==> config.mk <==
export PLATFORM = sky130hd
export DESIGN_NAME = ysyx_22050019_ifu_fetch
export DESIGN_NICKNAME = d
export VERILOG_FILES = /design/src/rtl/ysyx_22050019_ifu_fetch.sv
export SDC_FILE = /design/constraint.sdc
export NUM_CORES = 1
export LEC_CHECK = 0
export ABC_CLOCK_PERIOD_IN_PS = 2750
export CAP_MARGIN = 20
export CELL_PAD_IN_SITES_DETAIL_PLACEMENT = 1
export CELL_PAD_IN_SITES_GLOBAL_PLACEMENT = 2
export CORE_MARGIN = 10
export CORE_UTILIZATION = 23
export DETAILED_ROUTE_END_ITERATION = 7
export HOLD_SLACK_MARGIN = 0.05
export PLACE_DENSITY_LB_ADDON = 0.1
export SETUP_SLACK_MARGIN = 0.2
export SKIP_LAST_GASP = 1
export SYNTH_ARGS = -nofsm -noshare
export SYNTH_HDL_FRONTEND = slang
export SYNTH_SLANG_ARGS = --single-unit
==> constraint.sdc <==
create_clock -name clk -period 2.75 [get_ports clk]
set_input_delay 0.4125 -clock clk [delete_from_list [all_inputs] [get_ports clk]]
set_output_delay 0.4125 -clock clk [all_outputs]
set_load 0.01 [all_outputs]
==> src/rtl/ysyx_22050019_ifu_fetch.sv <==
// Instruction-fetch stage: holds the PC, reads 64-bit words from instruction
// memory over a valid/ready handshake, and hands one 32-bit instruction at a
// time to decode, taking decode's redirect when the instruction is accepted.
module ysyx_22050019_ifu_fetch #(
  parameter logic [63:0] RESET_PC = 64'h0000_0000_8000_0000,
  parameter logic [31:0] NOP_INST = 32'h0000_0013
) (
  input  logic        clk,
  input  logic        rst,
  output logic        mem_arvalid,
  output logic [63:0] mem_araddr,
  input  logic        mem_arready,
  input  logic        mem_rvalid,
  input  logic [63:0] mem_rdata,
  input  logic [1:0]  mem_rresp,
  output logic        mem_rready,
  output logic        inst_valid_o,
  input  logic        inst_ready_i,
  output logic [31:0] inst_o,
  output logic [63:0] inst_addr_pc_o,
  input  logic        redirect_i,
  input  logic [63:0] redirect_pc_i,
  output logic        fetch_err_o,
  output logic [63:0] instret_o
);

  typedef enum logic [1:0] {
    S_REQ  = 2'd0,
    S_WAIT = 2'd1,
    S_HOLD = 2'd2,
    S_ERR  = 2'd3
  } state_t;

  state_t      state;
  logic [63:0] pc;
  // Clear while rst is held so no request is offered during reset; the first
  // request appears in the first cycle after rst deasserts.
  logic        armed;

  // Handshake strobes depend only on registered state.
  assign mem_araddr   = {pc[63:3], 3'b000};
  assign mem_arvalid  = (state == S_REQ) && armed;
  assign mem_rready   = (state == S_WAIT);
  assign inst_valid_o = (state == S_HOLD);

  // Fetch state machine with PC, instruction, error and retire-count registers.
  always_ff @(posedge clk) begin
    if (rst) begin
      state          <= S_REQ;
      armed          <= 1'b0;
      pc             <= RESET_PC;
      inst_o         <= '0;
      inst_addr_pc_o <= RESET_PC;
      fetch_err_o    <= 1'b0;
      instret_o      <= '0;
    end else begin
      armed <= 1'b1;
      case (state)
        S_REQ: begin
          if (mem_arvalid && mem_arready) begin
            state <= S_WAIT;
          end
        end
        S_WAIT: begin
          if (mem_rvalid) begin
            if (mem_rresp == 2'b00) begin
              inst_o         <= pc[2] ? mem_rdata[63:32] : mem_rdata[31:0];
              inst_addr_pc_o <= pc;
              state          <= S_HOLD;
            end else begin
              fetch_err_o <= 1'b1;
              inst_o      <= NOP_INST;
              state       <= S_ERR;
            end
          end
        end
        S_HOLD: begin
          if (inst_ready_i) begin
            instret_o <= instret_o + 64'd1;
            if (redirect_i) begin
              // Target is loaded even when misaligned so it can be inspected.
              pc <= redirect_pc_i;
              if (redirect_pc_i[1:0] != 2'b00) begin
                fetch_err_o <= 1'b1;
                state       <= S_ERR;
              end else begin
                state <= S_REQ;
              end
            end else begin
              pc    <= pc + 64'd4;
              state <= S_REQ;
            end
          end
        end
        S_ERR: begin
          state <= S_ERR;
        end
        default: begin
          state <= S_ERR;
        end
      endcase
    end
  end

endmodule

## After elaboration in Yosys (flattened, before gate mapping)

Index checks and enable logic that the tools add are counted.

| word-level totals | value |
|---|---|
| register bits | 228 |
| input bits | 136 |
| output and inout port bits | 228 |
| word-level logic and storage cells | 46 |

| operators by class | value |
|---|---|
| add/sub/neg operators | 2 |
| equality and inequality tests | 9 |
| mux-type cells | 17 |
| reductions and logical operators | 11 |

Operators with widths:

| operator | number |
|---|---|
| $add A64 B1 Y64 const B | 1 |
| $add A64 B3 Y64 const B | 1 |
| $mux W32 | 2 |
| $mux W64 | 1 |
| $mux W2 | 5 |
| $ne A2 B1 Y1 const B | 4 |
| $pmux W2 S4 | 1 |
| $mux W1 | 7 |
| $reduce_and A3 Y1 | 2 |
| $reduce_and A6 Y1 | 1 |
| $eq A2 B2 Y1 const B | 2 |
| $logic_not A2 Y1 | 2 |
| $ne A2 B2 Y1 const B | 2 |
| $reduce_and A2 Y1 | 2 |
| $reduce_bool A2 Y1 | 2 |
| $eq A2 B1 Y1 const B | 1 |
| $logic_and A1 B1 Y1 | 2 |
| $pmux W1 S2 | 1 |

## Longest topological paths before layout

Gate-level depths: netlist of run 1.

| logic depth | value |
|---|---|
| depth in word-level cells | 5 |
| mapped depth | 9 |
| depth with buffers taken out | 7 |

## Worst setup path before layout of run 1

Ideal clock, no wire load.

| path | value |
|---|---|
| kind | reg-to-reg |
| start | reg pc[3] |
| end | reg pc[44] |
| setup time | 74 ps |
| arrival | 2628 ps |
| data required time | 2676 ps |
| setup slack | 48 ps |
| stages on the path, launching flop included | 10 |
| path buffers | 2 |
| period minus slack after synthesis | 2702 ps |
| cells stage by stage | dfxtp_1 ha_1 nand4_2 or3_1 buf_6 or4_1 buf_2 nand2b_4 or4_1 a31oi_1 |

| between the ends | value |
|---|---|
| word-level cells in the longest chain between the ends | 2 |

RTL lines:

| what | RTL line | source |
|---|---|---|
| start: declaration | 35 | `logic [63:0] pc;` |
| start signal: assignment | 82 | `pc <= redirect_pc_i;` |
| start signal: assignment | 90 | `pc <= pc + 64'd4;` |
| $add A64 B3 Y64 | 90 |  |
| $mux W64 | 80 | `if (redirect_i) begin` |

Every way passes these cells.
A chain may end at the register's enable or synchronous reset.

## Worst setup path after layout of run 1

| path | value |
|---|---|
| start | reg pc[2] |
| end | reg pc[44] |

The elaborated chain is that of the path after synthesis.

==> results of run 1 <==
-- cell usage after synthesis (3+ instances only) --
cell,n
a211oi_1,10
a21o_1,4
a21oi_1,149
a22o_1,4
a22oi_1,19
a2bb2oi_1,4
a311o_1,3
a31oi_1,21
and2_1,8
and3_1,18
and4_1,11
buf_1,11
buf_2,3
buf_4,64
clkbuf_1,88
dfxtp_1,228
inv_1,21
mux2i_1,42
nand2_1,222
nand3_1,72
nand3b_1,5
nand4_1,38
nor2_1,193
nor2b_1,5
nor3_1,47
nor3b_1,4
nor4_1,25
o211ai_1,8
o21a_1,5
o21ai_0,49
o22ai_1,7
o31ai_1,7
or2_2,3
or3_1,14
or4_1,11
xnor2_1,32
xor2_1,28
-- power breakdown --
part / total [mW] / switching (mW) / internal [mW] / leakage [nW]
sequential: 3.37 / 0.0364 / 3.34 / 1.84
clock: 3.97 / 1.61 / 2.36 / 0.488
combinational: 0.677 / 0.343 / 0.334 / 3.23
-- worst max-delay path, delay by kind of cell (launching register included) --
family	cells	cell delay [ns]
compound gates	1	0.17
flops	1	0.39
fa+ha+maj	1	0.18
simple gates	5	1.69
-- metal layers --
layer | track usage | share of wire
met1 | 0.220 | 0.44
met2 | 0.304 | 0.49
met3 | 0.0440 | 0.057
met4 | 0.0354 | 0.018
met5 | 0 | 0.00064
-- final timing paths --
| kind | from | endpoint | slack (ns) |
|---|---|---|---|
| hold / removal | redirect_i | pc[32]$_SDFFE_PP0P_ | 0.34 |
| hold reg to reg | inst_addr_pc_o[57]$_SDFFE_PP0P_ | inst_addr_pc_o[57]$_SDFFE_PP0P_ | 0.45 |
| setup / recovery | pc[2]$_SDFFE_PP0P_ | pc[44]$_SDFFE_PP0P_ | 0.24 |
| setup reg to reg | pc[2]$_SDFFE_PP0P_ | pc[44]$_SDFFE_PP0P_ | 0.24 |
-- sequential cells by signal, summed over array words and instances, names as in the netlist --
signal / count
pc: 64
state: 2
inst_o: 32
instret_o: 64
armed: 1
inst_addr_pc_o: 64
fetch_err_o: 1
-- through the flow --
step,cells,instance area (um^2)
floorplan,1513,11500
finish,2527,17000
detailed placement,2468,15900
CTS,2526,16900
global route,2527,17000
global placement,2468,15900
-- area by class of cell --
type,instances,area [um^2]
Clock inverter,8,67.6
Inverter,22,82.6
Clock buffer,48,920
Tap cell,664,831
Multi-Input combinational cell,1096,6040
Fill cell,5769,32200
Sequential cell,228,4570
Timing Repair Buffer,461,4440
-- kinds of logic after synthesis --
kind of cell / synth area share
AO/OA/AOI/OAI: 0.153
XOR/XNOR: 0.0457
adder cells (fa/ha/maj): 0.00218
buffers and inverters: 0.0836
flip-flops: 0.397
multiplexers: 0.0385
other: 0.000326
AND/OR/NAND/NOR: 0.280
-- timing repair --
item | in CTS | in global routing
hold buffers | 1 | 0
setup endpoints to repair | 2 | 12
setup buffers | 1 | 1
pin swaps | 1 | 2
endpoints found under the hold margin | 1 | 0
resized for setup | 1 | 7
==> impl_metrics.json, run 1 <==
{
  "p_per_area_nw_per_um2": 473,
  "synth_edf_count": 0,
  "setup_viol": 0,
  "dr.pass1.iters": 4,
  "avgSynthCellArea_um2": 7.60,
  "io_buffer_count": 360,
  "mostFrequentLayoutCells": "358 x clkdlybuf4s50_1, 225 x dfxtp_1, 222 x nand2_1",
  "cp_data_required_time_ns": 3.25,
  "grt_pass1_vias": 12500,
  "cts-root-buf": "clkbuf_16",
  "hold_depth": 3,
  "cp_slowest_cell": "or4_1",
  "crit_path_max_fanout": 5,
  "die_width_um": 244,
  "clk_latency_ns": 0.58,
  "clock.fmax_ghz": 0.399,
  "async_reset_ff_frac": 0,
  "netlist_area_um2": 11500,
  "cp-end-kind": "register",
  "routed_wl_um": 54400,
  "cts_sinks": 228,
  "antenna_cells": 0,
  "fin_skew_ns": 0.00892,
  "grt_first_pass_wirelength_um": 82400,
  "slew_viol_final": 0,
  "timing.final.ws_setup_ns": 0.242,
  "die_area_um2": 59300,
  "areaGrowthSynthToFinish_pct": 47.5,
  "grtUsageTotal": 0.177,
  "cts_buffers": 31,
  "path_clk_slew_ns": 0.06,
  "layout_min_cycle_time_ns": 2.51,
  "max-cap-violations": 0,
  "drive_above_1_share": 0.0929,
  "grt_max_degree": 177,
  "finalWeightedCongestion": 0.786,
  "pin_count": 364,
  "start_kind": "register",
  "synth_warnings": 0,
  "initial_core_util": 0.234,
  "synthTopCellsByArea": "dfxtp_1 40%, nand2_1 7.3%, a21oi_1 6.5%, nor2_1 6.3%, buf_4 4.2%",
  "drc": 0,
  "dpl.hpwl_um": 39900,
  "slowest_delay_ns": 0.57,
  "dp_slack_ns": 0.0932,
  "yosysTopAreaCell": "dfxtp_1",
  "rsz0062_at_grt": "true",
  "ys_seq_area_frac": 0.397,
  "vias": 12000,
  "final_hold_viol_count": 0,
  "synth_cells": 1511,
  "worstMarginPinSlew_ns": 0.924,
  "cpMostUsedCell": "or4_1",
  "overflow": 0,
  "holdWs_ns": 0.336,
  "total_power_mw": 8.02,
  "holdCritPathClass": "in2reg",
  "clockBufferDepth": 3,
  "ys_types": 60,
  "ant_nets": 0,
  "ys_ff_latch": 228,
  "synth_top_area_share": 0.397,
  "antenna_found_initial": 3,
  "fin_nets": 1978,
  "drt-initial-drc-count": 531,
  "critPathArrivalTime_ns": 3.01,
  "cts_tree": "done",
  "leakagePower_nw": 5.55,
  "period_share": 0.912,
  "final_common_cell": "clkdlybuf4s50_1",
  "viasPerCell": 4.76,
  "cts_max_level": 1,
  "routedWlPerCell_um": 21.5,
  "slew_headroom": 0.384,
  "synth-main-ff-cell": "dfxtp_1",
  "fin_tns_setup_ns": 0,
  "peakVddDrop_v": 0.000472,
  "status": "finished clean",
  "core_um2": 49200,
  "r2r_cells": 7,
  "die_y_um": 244,
  "crit_chain": "ha_4 -> nand4_2 -> or3_4 -> or4_1 -> nand2b_4 -> or4_1 -> a31oi_1",
  "rows": 81,
  "critPathKind": "reg2reg",
  "fin_util": 0.345
}
No activity file was read; power rests on OpenSTA's default activity.
==> run 2, diff against run 1 <==
--- a/config.mk
+++ b/config.mk
@@ -9,7 +9,6 @@
 export CAP_MARGIN = 20
 export CELL_PAD_IN_SITES_DETAIL_PLACEMENT = 1
 export CELL_PAD_IN_SITES_GLOBAL_PLACEMENT = 2
-export CORE_MARGIN = 10
 export CORE_UTILIZATION = 23
 export DETAILED_ROUTE_END_ITERATION = 7
 export HOLD_SLACK_MARGIN = 0.05
==> run 2 against run 1 <==
Against the previous run:
- fmax up 2.3%
- total power fell by 3.2%
- non-clock buffer count down 1
- clock-buffer cell count is 2 lower
- via count up 0.53%
- design area decreased by 0.80%
- utilization down 0.28 points
- highest routed layer unchanged
==> impl_metrics.json, run 2 (synthesis gave the netlist of run 1 again) <==
{
  "final_hold_viol_count": 0,
  "critPathKind": "reg2reg",
  "holdCritPathClass": "in2reg",
  "antenna_found_initial": 3,
  "instances_no_fill": 2524,
  "p_per_area_nw_per_um2": 461,
  "power.share.sequential": 0.435,
  "fill_cells": 5807,
  "switching_share": 0.247,
  "path_clk_slew_ns": 0.06,
  "p_sw_mw": 1.91,
  "cts_sinks": 228,
  "die_area_um2": 50900,
  "io_buffer_count": 360,
  "pin_count": 364,
  "timing.final.ws_setup_ns": 0.297,
  "vias": 12100,
  "drive_above_1_share": 0.0872,
  "core_um2": 49200,
  "grtUsageTotal": 0.193,
  "slew_headroom": 0.538,
  "crit_chain": "buf_4 -> nand4_1 -> nor4_1 -> nand4b_1 -> or4_1 -> a31oi_1",
  "cts_buffers": 31,
  "total_power_mw": 7.76,
  "setup_viol": 0,
  "die_y_um": 226,
  "finalWeightedCongestion": 0.773,
  "fin_tns_setup_ns": 0,
  "clk_latency_ns": 0.57,
  "placed_cell_area_um2": 15900,
  "cp-end-kind": "register",
  "overflow": 0,
  "rows": 81,
  "grt_max_degree": 108,
  "leakagePower_nw": 5.51,
  "comb_power_share": 0.086,
  "layout_min_cycle_time_ns": 2.45,
  "final_area_um2": 16800,
  "drc": 0,
  "cts_tree": "done",
  "rsz0062_at_grt": "true",
  "clock.fmax_ghz": 0.408,
  "initial_core_util": 0.234,
  "crit_path_max_fanout": 8,
  "slew_viol_final": 0,
  "drt-initial-drc-count": 567,
  "start_kind": "register",
  "top_regs": "inst_addr_pc_o (64), instret_o (64), pc (64)",
  "cts-root-buf": "clkbuf_16",
  "peakVddDrop_v": 0.000413,
  "cts_hold_buffers": 0,
  "cp_slowest_cell": "or4_1",
  "die_width_um": 226,
  "routed_wl_um": 50700,
  "ant_nets": 0,
  "areaGrowthSynthToFinish_pct": 46.3,
  "dpl.hpwl_um": 36700,
  "critPathArrivalTime_ns": 2.94,
  "clkPwrFrac": 0.479,
  "slowest_delay_ns": 0.58,
  "status": "finished clean",
  "cp_data_required_time_ns": 3.24,
  "period_share": 0.892,
  "fin_nets": 1977,
  "worstMarginPinSlew_ns": 0.693,
  "grt_pass1_vias": 12300,
  "dp_cells": 2466,
  "clockBufferDepth": 3,
  "cts_max_level": 1,
  "max-cap-violations": 0,
  "final_common_cell": "clkdlybuf4s50_1",
  "routedWlPerCell_um": 20.1,
  "grt_first_pass_wirelength_um": 76000,
  "dp_slack_ns": 0.158,
  "fin_skew_ns": 0.00984,
  "mostFrequentLayoutCells": "358 x clkdlybuf4s50_1, 226 x dfxtp_1, 222 x nand2_1",
  "p_int_mw": 5.84,
  "viasPerCell": 4.79,
  "dr.pass1.iters": 5
}
[run 2: cell types whose count changed in the layout (fill, tap and decap cells not counted), sizes merged]
cell,delta
clkbuf,-2
diode,+2
bufinv,-1
clkinvlp,-1
dlygate4sd3,-1
[run 2: final cells by class]
class                           instances  area [um^2]  area share
Clock inverter                          6         30.0     0.00179
Multi-Input combinational cell       1096         6010       0.357
Inverter                               22         82.6     0.00491
Tap cell                              664          831      0.0494
Timing Repair Buffer                  460         4410       0.262
Sequential cell                       228         4570       0.272
Antenna cell                            2         5.00    0.000298
Clock buffer                           46          882      0.0525
[run 2: timing repair]
action / CTS / global route
endpoints found under the setup margin: 0 / 6
resized for setup: 0 / 1
buffers inserted: 0 / 4
[run 2: power groups by stage]
stage / clock [mW] / sequential, mW / combinational, mW
6_report: 3.72 / 3.37 / 0.668
5_1_grt: 3.99 / 3.37 / 0.724
4_1_cts: 3.88 / 3.37 / 0.681
3_5_place_dp: 0 / 3.44 / 0.678
3_3_place_gp: 0 / 3.44 / 0.675
2_1_floorplan: 0 / 3.44 / 0.284
[run 2: path summary, 6_finish.rpt]
| check | to | startpoint | cells past startpoint | slack, ns |
|---|---|---|---|---|
| max reg2reg | pc[41]$_SDFFE_PP0P_ | pc[11]$_SDFFE_PP0P_ | 6 | 0.30 |
| min reg2reg | inst_addr_pc_o[43]$_SDFFE_PP0P_ | inst_addr_pc_o[43]$_SDFFE_PP0P_ | 2 | 0.45 |
| max | pc[41]$_SDFFE_PP0P_ | pc[11]$_SDFFE_PP0P_ | 6 | 0.30 |
| min | pc[6]$_SDFFE_PP0P_ | redirect_i | 4 | 0.32 |
[run 2: metrics by stage]
step,utilization,hold WS (ns)
CTS,0.341,0.300
finish,0.342,0.323
detailed placement,0.323,0.449
floorplan,-,0.431
global route,0.342,0.339
global placement,0.323,0.443
[run 2: worst max-delay path: cells and delay by family, from the launching register on]
kind / cells / cell delay [ns]
AND/OR/NAND/NOR: 4 / 1.71
flip-flops: 1 / 0.34
buffers and inverters: 1 / 0.16
AO/OA/AOI/OAI: 1 / 0.16
[run 2: routing by layer]
metal / track usage / share of wire
met1: 0.256 / 0.46
met4: 0.0415 / 0.019
met2: 0.317 / 0.47
met5: 0 / 0.00026
met3: 0.0416 / 0.054
